--- src/rtl/branch_predictor_pkg.sv ---
// Shared types for the fetch-stage branch predictor: mode encoding, entry layout, counter init.
// Pure declarations; no logic, no latency, no flow control.
package branch_predictor_pkg;

  typedef enum logic [1:0] {
    BP_STATIC  = 2'd0,
    BP_BIMODAL = 2'd1,
    BP_GSHARE  = 2'd2
  } bp_mode_e;

  // Widest legal tag and counter; narrower configurations zero-extend into these fields.
  localparam int TAG_MAX = 30;
  localparam int CTR_MAX = 4;

  typedef struct packed {
    logic               valid;
    logic [TAG_MAX-1:0] tag;
    logic [31:1]        target;
    logic               is_jump;
    logic [CTR_MAX-1:0] ctr;
  } bp_entry_t;

  function automatic int ctr_weak_taken(input int bits);
    return 1 << (bits - 1);
  endfunction

endpackage

--- src/rtl/branch_predictor_sat_counter.sv ---
// Saturating up/down direction counter with load; one cycle to update, never stalls.
// Load wins over inc/dec; reset returns to RST_VAL.
module bp_sat_counter #(
  parameter int                  CTR_BITS = 2,
  parameter logic [CTR_BITS-1:0] RST_VAL  = '0,
  parameter logic [CTR_BITS-1:0] LOAD_VAL = '0
) (
  input  logic                clk_i,
  input  logic                rst_i,
  input  logic                load_i,
  input  logic                inc_i,
  input  logic                dec_i,
  output logic [CTR_BITS-1:0] ctr_o
);

  localparam logic [CTR_BITS-1:0] CTR_FULL = '1;

  logic [CTR_BITS-1:0] ctr_q, ctr_d;

  always_comb begin
    ctr_d = ctr_q;
    if (load_i) begin
      ctr_d = LOAD_VAL;
    end else if (inc_i && (ctr_q != CTR_FULL)) begin
      ctr_d = ctr_q + CTR_BITS'(1);
    end else if (dec_i && (ctr_q != '0)) begin
      ctr_d = ctr_q - CTR_BITS'(1);
    end
  end

  always_ff @(posedge clk_i) begin
    if (rst_i) ctr_q <= RST_VAL;
    else       ctr_q <= ctr_d;
  end

  assign ctr_o = ctr_q;

endmodule

--- src/rtl/branch_predictor.sv ---
// BTB + saturating-counter predictor: zero-latency lookup, updates visible the next cycle.
// No backpressure; one resolution per cycle, rst > bp_clear > update.
module branch_predictor
  import branch_predictor_pkg::*;
#(
  parameter int ENTRIES  = 64,
  parameter int TAG_BITS = 8,
  parameter int CTR_BITS = 2,
  parameter int MODE     = 1,
  parameter int GHR_BITS = 6
) (
  input  logic                clk,
  input  logic                rst,
  input  logic                bp_clear,
  input  logic                lookup_valid,
  input  logic [31:0]         lookup_pc,
  output logic                pred_taken,
  output logic [31:0]         pred_target,
  output logic [GHR_BITS-1:0] pred_ghr,
  input  logic                upd_valid,
  input  logic [31:0]         upd_pc,
  input  logic                upd_taken,
  input  logic [31:0]         upd_target,
  input  logic                upd_is_jump,
  input  logic [GHR_BITS-1:0] upd_ghr,
  input  logic                upd_mispredict,
  output logic [31:0]         perf_lookups,
  output logic [31:0]         perf_mispred
);

  localparam int       IDX_W  = $clog2(ENTRIES);
  localparam bp_mode_e MODE_E = bp_mode_e'(MODE[1:0]);

  if (ENTRIES < 4 || (ENTRIES & (ENTRIES - 1)) != 0) begin : g_bad_entries
    $error("ENTRIES must be a power of two >= 4");
  end
  if (TAG_BITS < 1 || TAG_BITS > 30 - IDX_W) begin : g_bad_tag
    $error("TAG_BITS out of range");
  end
  if (CTR_BITS < 1 || CTR_BITS > CTR_MAX) begin : g_bad_ctr
    $error("CTR_BITS out of range");
  end
  if (MODE < 0 || MODE > 2) begin : g_bad_mode
    $error("MODE must be 0, 1 or 2");
  end
  if (GHR_BITS < 1 || GHR_BITS > IDX_W) begin : g_bad_ghr
    $error("GHR_BITS out of range");
  end

  logic [ENTRIES-1:0]  valid_q;
  logic [ENTRIES-1:0]  jump_q;
  logic [TAG_BITS-1:0] tag_q    [ENTRIES];
  logic [31:1]         target_q [ENTRIES];
  logic [CTR_BITS-1:0] ctr_w    [ENTRIES];
  logic [GHR_BITS-1:0] ghr_q, ghr_d;
  logic [31:0]         perf_lk_q, perf_mp_q;

  logic [IDX_W-1:0]    lk_idx, up_idx;
  logic [TAG_BITS-1:0] lk_tag, up_tag;
  logic                lk_hit, lk_dir, up_hit, tbl_we, wr_en;
  bp_entry_t           rd;
  logic                unused_bits;

  assign lk_tag = lookup_pc[IDX_W+TAG_BITS+1:IDX_W+2];
  assign up_tag = upd_pc[IDX_W+TAG_BITS+1:IDX_W+2];

  always_comb begin
    lk_idx = lookup_pc[IDX_W+1:2];
    up_idx = upd_pc[IDX_W+1:2];
    if (MODE_E == BP_GSHARE) begin
      lk_idx = lk_idx ^ IDX_W'(ghr_q);
      up_idx = up_idx ^ IDX_W'(upd_ghr);
    end
  end

  always_comb begin
    rd         = '0;
    rd.valid   = valid_q[lk_idx];
    rd.tag     = TAG_MAX'(tag_q[lk_idx]);
    rd.target  = target_q[lk_idx];
    rd.is_jump = jump_q[lk_idx];
    rd.ctr     = CTR_MAX'(ctr_w[lk_idx]);
  end

  assign lk_hit      = rd.valid && (rd.tag == TAG_MAX'(lk_tag));
  assign lk_dir      = rd.is_jump || ((rd.ctr >> (CTR_BITS - 1)) != '0);
  assign pred_taken  = (MODE_E != BP_STATIC) && !rst && lk_hit && lk_dir;
  assign pred_target = pred_taken ? {rd.target, 1'b0} : 32'h0;
  assign pred_ghr    = ghr_q;

  // A taken resolution writes the entry whether it hit or allocated; tag rewrite on a hit is a no-op.
  assign up_hit = valid_q[up_idx] && (tag_q[up_idx] == up_tag);
  assign tbl_we = upd_valid && (MODE_E != BP_STATIC) && !rst && !bp_clear;
  assign wr_en  = tbl_we && upd_taken;

  always_ff @(posedge clk) begin
    if (rst || bp_clear) begin
      valid_q <= '0;
    end else if (wr_en) begin
      valid_q[up_idx] <= 1'b1;
    end
  end

  always_ff @(posedge clk) begin
    if (wr_en) begin
      tag_q[up_idx]    <= up_tag;
      target_q[up_idx] <= upd_target[31:1];
      jump_q[up_idx]   <= upd_is_jump;
    end
  end

  for (genvar i = 0; i < ENTRIES; i++) begin : g_ctr
    logic sel;
    assign sel = tbl_we && (up_idx == IDX_W'(i));
    bp_sat_counter #(
      .CTR_BITS (CTR_BITS),
      .RST_VAL  (CTR_BITS'(ctr_weak_taken(CTR_BITS) - 1)),
      .LOAD_VAL (CTR_BITS'(ctr_weak_taken(CTR_BITS)))
    ) u_ctr (
      .clk_i  (clk),
      .rst_i  (rst),
      .load_i (sel && !up_hit && upd_taken),
      .inc_i  (sel && up_hit && upd_taken),
      .dec_i  (sel && up_hit && !upd_taken),
      .ctr_o  (ctr_w[i])
    );
  end

  always_comb begin
    ghr_d = ghr_q;
    if (bp_clear) begin
      ghr_d = '0;
    end else if ((MODE_E == BP_GSHARE) && upd_valid && !upd_is_jump) begin
      ghr_d = GHR_BITS'({ghr_q, upd_taken});
    end
  end

  always_ff @(posedge clk) begin
    if (rst) begin
      ghr_q     <= '0;
      perf_lk_q <= '0;
      perf_mp_q <= '0;
    end else begin
      ghr_q     <= ghr_d;
      perf_lk_q <= perf_lk_q + 32'(lookup_valid);
      perf_mp_q <= perf_mp_q + 32'(upd_valid && upd_mispredict);
    end
  end

  assign perf_lookups = perf_lk_q;
  assign perf_mispred = perf_mp_q;

  // PC bits outside index/tag and the target's bit 0 carry no prediction state.
  assign unused_bits = ^{lookup_pc, upd_pc, upd_target};

endmodule

--- config.mk ---
export PLATFORM = sky130hd
export DESIGN_NAME = branch_predictor
export DESIGN_NICKNAME = d
export VERILOG_FILES = /design/src/rtl/branch_predictor_pkg.sv /design/src/rtl/branch_predictor_sat_counter.sv /design/src/rtl/branch_predictor.sv
export SDC_FILE = /design/constraint.sdc
export NUM_CORES = 2
export LEC_CHECK = 0
export BUFFER_PORTS_ARGS = -buffer_cell sky130_fd_sc_hd__buf_2
export CAP_MARGIN = 20
export CELL_PAD_IN_SITES_DETAIL_PLACEMENT = 0
export CELL_PAD_IN_SITES_GLOBAL_PLACEMENT = 2
export CORE_MARGIN = 5
export CORE_UTILIZATION = 53
export CTS_BUF_LIST = sky130_fd_sc_hd__clkbuf_16
export CTS_CLUSTER_SIZE = 8
export DETAILED_ROUTE_END_ITERATION = 10
export PLACE_DENSITY_LB_ADDON = 0.1
export SLEW_MARGIN = 20
export SYNTH_ARGS = -nofsm -noshare
export SYNTH_HDL_FRONTEND = slang
export SYNTH_HIERARCHICAL = 1
export SYNTH_SLANG_ARGS = --single-unit
--- constraint.sdc ---
create_clock -name clk -period 10.8 [get_ports clk]
set_input_delay 1.08 -clock clk [delete_from_list [all_inputs] [get_ports clk]]
set_output_delay 1.08 -clock clk [all_outputs]
set_load 0.005 [all_outputs]
==> out/metrics.yaml <==
status:
  run_status: "finished clean"
die:
  die-area_sq_um: 228000
  initial_utilization: 0.533
  die_h_um: 478
  io_pins: 213
  die_w_um: 478
  core-area_sq_um: 217000
  rows: 171
sta:
  layout_min_cycle_time_ns: 7.11
  rsz0062_at_grt: "no"
  slew_headroom: 0.201
  fin_tns_setup_ns: 0
  skew_ns: 0.0610
  whs_ns: 0.484
  slew_viol_final: 0
  final-setup-viol-count: 0
  clock.fmax_ghz: 0.141
  hold_viol: 0
  worstMarginPinSlew_ns: 1.20
  finalCritPeriodShare: 0.659
clock_tree:
  postCtsHoldBufs: 0
  clk_pin_slew_ns: 0.05
  cts_tree: "done"
  clk_path_buf_depth: 4
  root_buffer: "clkbuf_16"
  cts_resized: 0
  cts_sinks: 2816
  cts_max_level: 5
  cts_buffers: 402
  clk_latency_ns: 0.94
  post_cts_buffers: 0
finish:
  drive_gt1_frac: 0.290
  nNetsFinal: 6339
  syn_to_final_growth_pct: 12.8
  n_fill_cell: 15400
  mostFrequentLayoutCells: "2560 x edfxtp_1, 968 x mux4_2, 410 x clkbuf_16"
  finish.utilization: 0.601
  final_common_cell: "edfxtp_1"
critical_path:
  crit_path_frequent_cell: "mux4_2"
  cp_top_family: "buffers and inverters"
  cp-start-kind: "primary input"
  crit_buf_inv: 5
  crit_type: "primary input to output port"
  crit_chain: "buf_8 > buf_12 > buf_4 > buf_4 > mux4_2 > mux4_2 > mux4_2 > and3_1 > buf_2"
  cp-end-kind: "output port"
  crit_arrival_ns: 6.03
  critPathMaxFanout: 80
  crit_path_max_incr_delay_ns: 0.77
  cp_slowest_cell: "buf_4"
  cp.required_ns: 9.72
synthesis:
  synthCells: 5853
  synth_cell_types: 58
  ys_seq_area_frac: 0.707
  synth_edf_count: 2560
  async_flop_share: 0
  synth_top_flop_cell: "edfxtp_1"
  synth_warnings: 6
  postSynthAreaPerCell_sq_um: 19.8
  ys_ff_latch: 2816
  synth_area_sq_um: 116000
route:
  viasPerCell: 6.84
  avgRoutedWirePerCell_um: 38.2
  drt-initial-drc-count: 8704
  firstDrtPassIters: 5
  drc: 0
  drt_wl_total_um: 350000
  dr_total_vias: 62800
  drtAntennaViolNets: 0
grt:
  grt_antenna_before_repair: 28
  grt_use_total: 0.305
  grt-ovfl-total: 0
  grt_pass1_wl_um: 487000
  grt_max_degree: 147
  first_global_vias: 62000
place:
  place.gp.congestion: 0.809
  io_buffers: 162
  place_hpwl_um: 184000
power:
  p_int_w: 0.0190
  p_comb_frac: 0.047
  swShare: 0.208
  peakVddDrop_v: 0.000187
  power_leakage_nw: 42.3
  switchingPower_w: 0.00498
  seqPwrFrac: 0.497
  clkPwrFrac: 0.456
  power_w: 0.0240
  pwr_density_cell_nw_per_um2: 183
worst_hold_path:
  hold_path.class: "flip-flop to flip-flop"
flow_run:
  drv_cap: 0
==> area by class of cell <==
| cell class | count | area (sq um) | share of cell area |
|---|---|---|---|
| antenna | 16 | 40.0 | 0.000306 |
| clock buffer | 410 | 10300 | 0.0785 |
| clock inverter | 80 | 384 | 0.00294 |
| inverter | 74 | 443 | 0.00339 |
| multi-input combinational | 2637 | 32000 | 0.245 |
| sequential | 2816 | 82000 | 0.627 |
| tap | 2854 | 3570 | 0.0273 |
| timing repair buffer | 294 | 2010 | 0.0154 |
==> layer usage <==
metal  track usage  vias to the layer above  share of wire
li1              -                    24900              -
met1         0.435                    33700           0.40
met2         0.487                     3519           0.48
met3        0.0590                      634          0.091
met4        0.0914                        2          0.032
met5             0                        -       0.000037
==> synthesized netlist by cell type, drive strengths merged, types with 9 or more instances <==
master     n  area share
nand2    191      0.0062
mux2       9     0.00087
edfxtp  2560        0.66
o21a      64      0.0041
nor2     277      0.0090
nand4     11     0.00059
a22oi     29      0.0019
and3      43      0.0023
or3       12     0.00065
buf      209       0.011
o21ba     64      0.0055
xnor2     24      0.0018
a221oi    70      0.0053
mux4     968        0.19
inv       73      0.0024
o21bai    64      0.0041
a21oi    227      0.0098
nor2b     81      0.0044
xor2     109      0.0082
dfxtp    256       0.044
nor3     157      0.0069
mux2i     95      0.0082
and2      12     0.00065
nand3     38      0.0016
o21ai     28      0.0012
clkbuf   123      0.0040
==> state kept, by name, summed over array words and instances, names as in the netlist <==
name / cells
g_ctr.u_ctr/ctr_o: 128
perf_mispred: 32
tag_q: 512
perf_lookups: 32
target_q: 1984
valid_q: 64
jump_q: 64
==> cell families after synthesis <==
family          count (synthesis)  share of synthesized area
flops                        2816                      0.707
mux                          1072                      0.197
simple gates                  841                     0.0336
compound gates                580                     0.0343
buf+inv                       406                     0.0170
xor+xnor                      133                     0.0100
fa+ha+maj                       4                   0.000432
other cells                     1                  0.0000324
==> power by group through the flow <==
stage,Clock (W),Combinational (W),Sequential (W)
2_1_floorplan,0,0.000691,0.0121
3_3_place_gp,0,0.00111,0.0121
3_5_place_dp,0,0.00112,0.0121
4_1_cts,0.0111,0.00113,0.0119
5_1_grt,0.0116,0.00118,0.0119
6_report,0.0109,0.00112,0.0119
==> per-stage QoR <==
stage	setup slack (ns)	cell area [sq um]	std cells
floorplan	5.76	116000	5859
global placement	3.56	120000	8674
detailed placement	3.56	120000	8674
CTS	3.53	131000	9164
global route	3.30	131000	9177
finish	3.69	131000	9181
==> final timing paths <==
kind                             from                               endpoint  slack (ns)  depth (start not counted)
min          valid_q[15]$_SDFFE_PP0P_               valid_q[15]$_SDFFE_PP0P_        0.48                          1
max reg2reg    tag_q[35][2]$_DFFE_PP_  g_ctr[40].u_ctr/ctr_o[0]$_SDFFE_PP1P_        6.07                         12
min reg2reg  valid_q[15]$_SDFFE_PP0P_               valid_q[15]$_SDFFE_PP0P_        0.48                          1
max                      lookup_pc[2]                         pred_target[1]        3.69                          9
==> worst reg2reg max path, delay by kind of cell, from the launching register on <==
kind / cells / cell delay (ns)
AOI/OAI and AO/OA: 6 / 1.84
xor gates and xnor gates: 2 / 0.60
buffers and inverters: 1 / 0.66
DFF: 1 / 0.37
muxes: 1 / 0.49
and+or+nand+nor: 2 / 0.64
No activity file was read; power rests on OpenSTA's default activity.
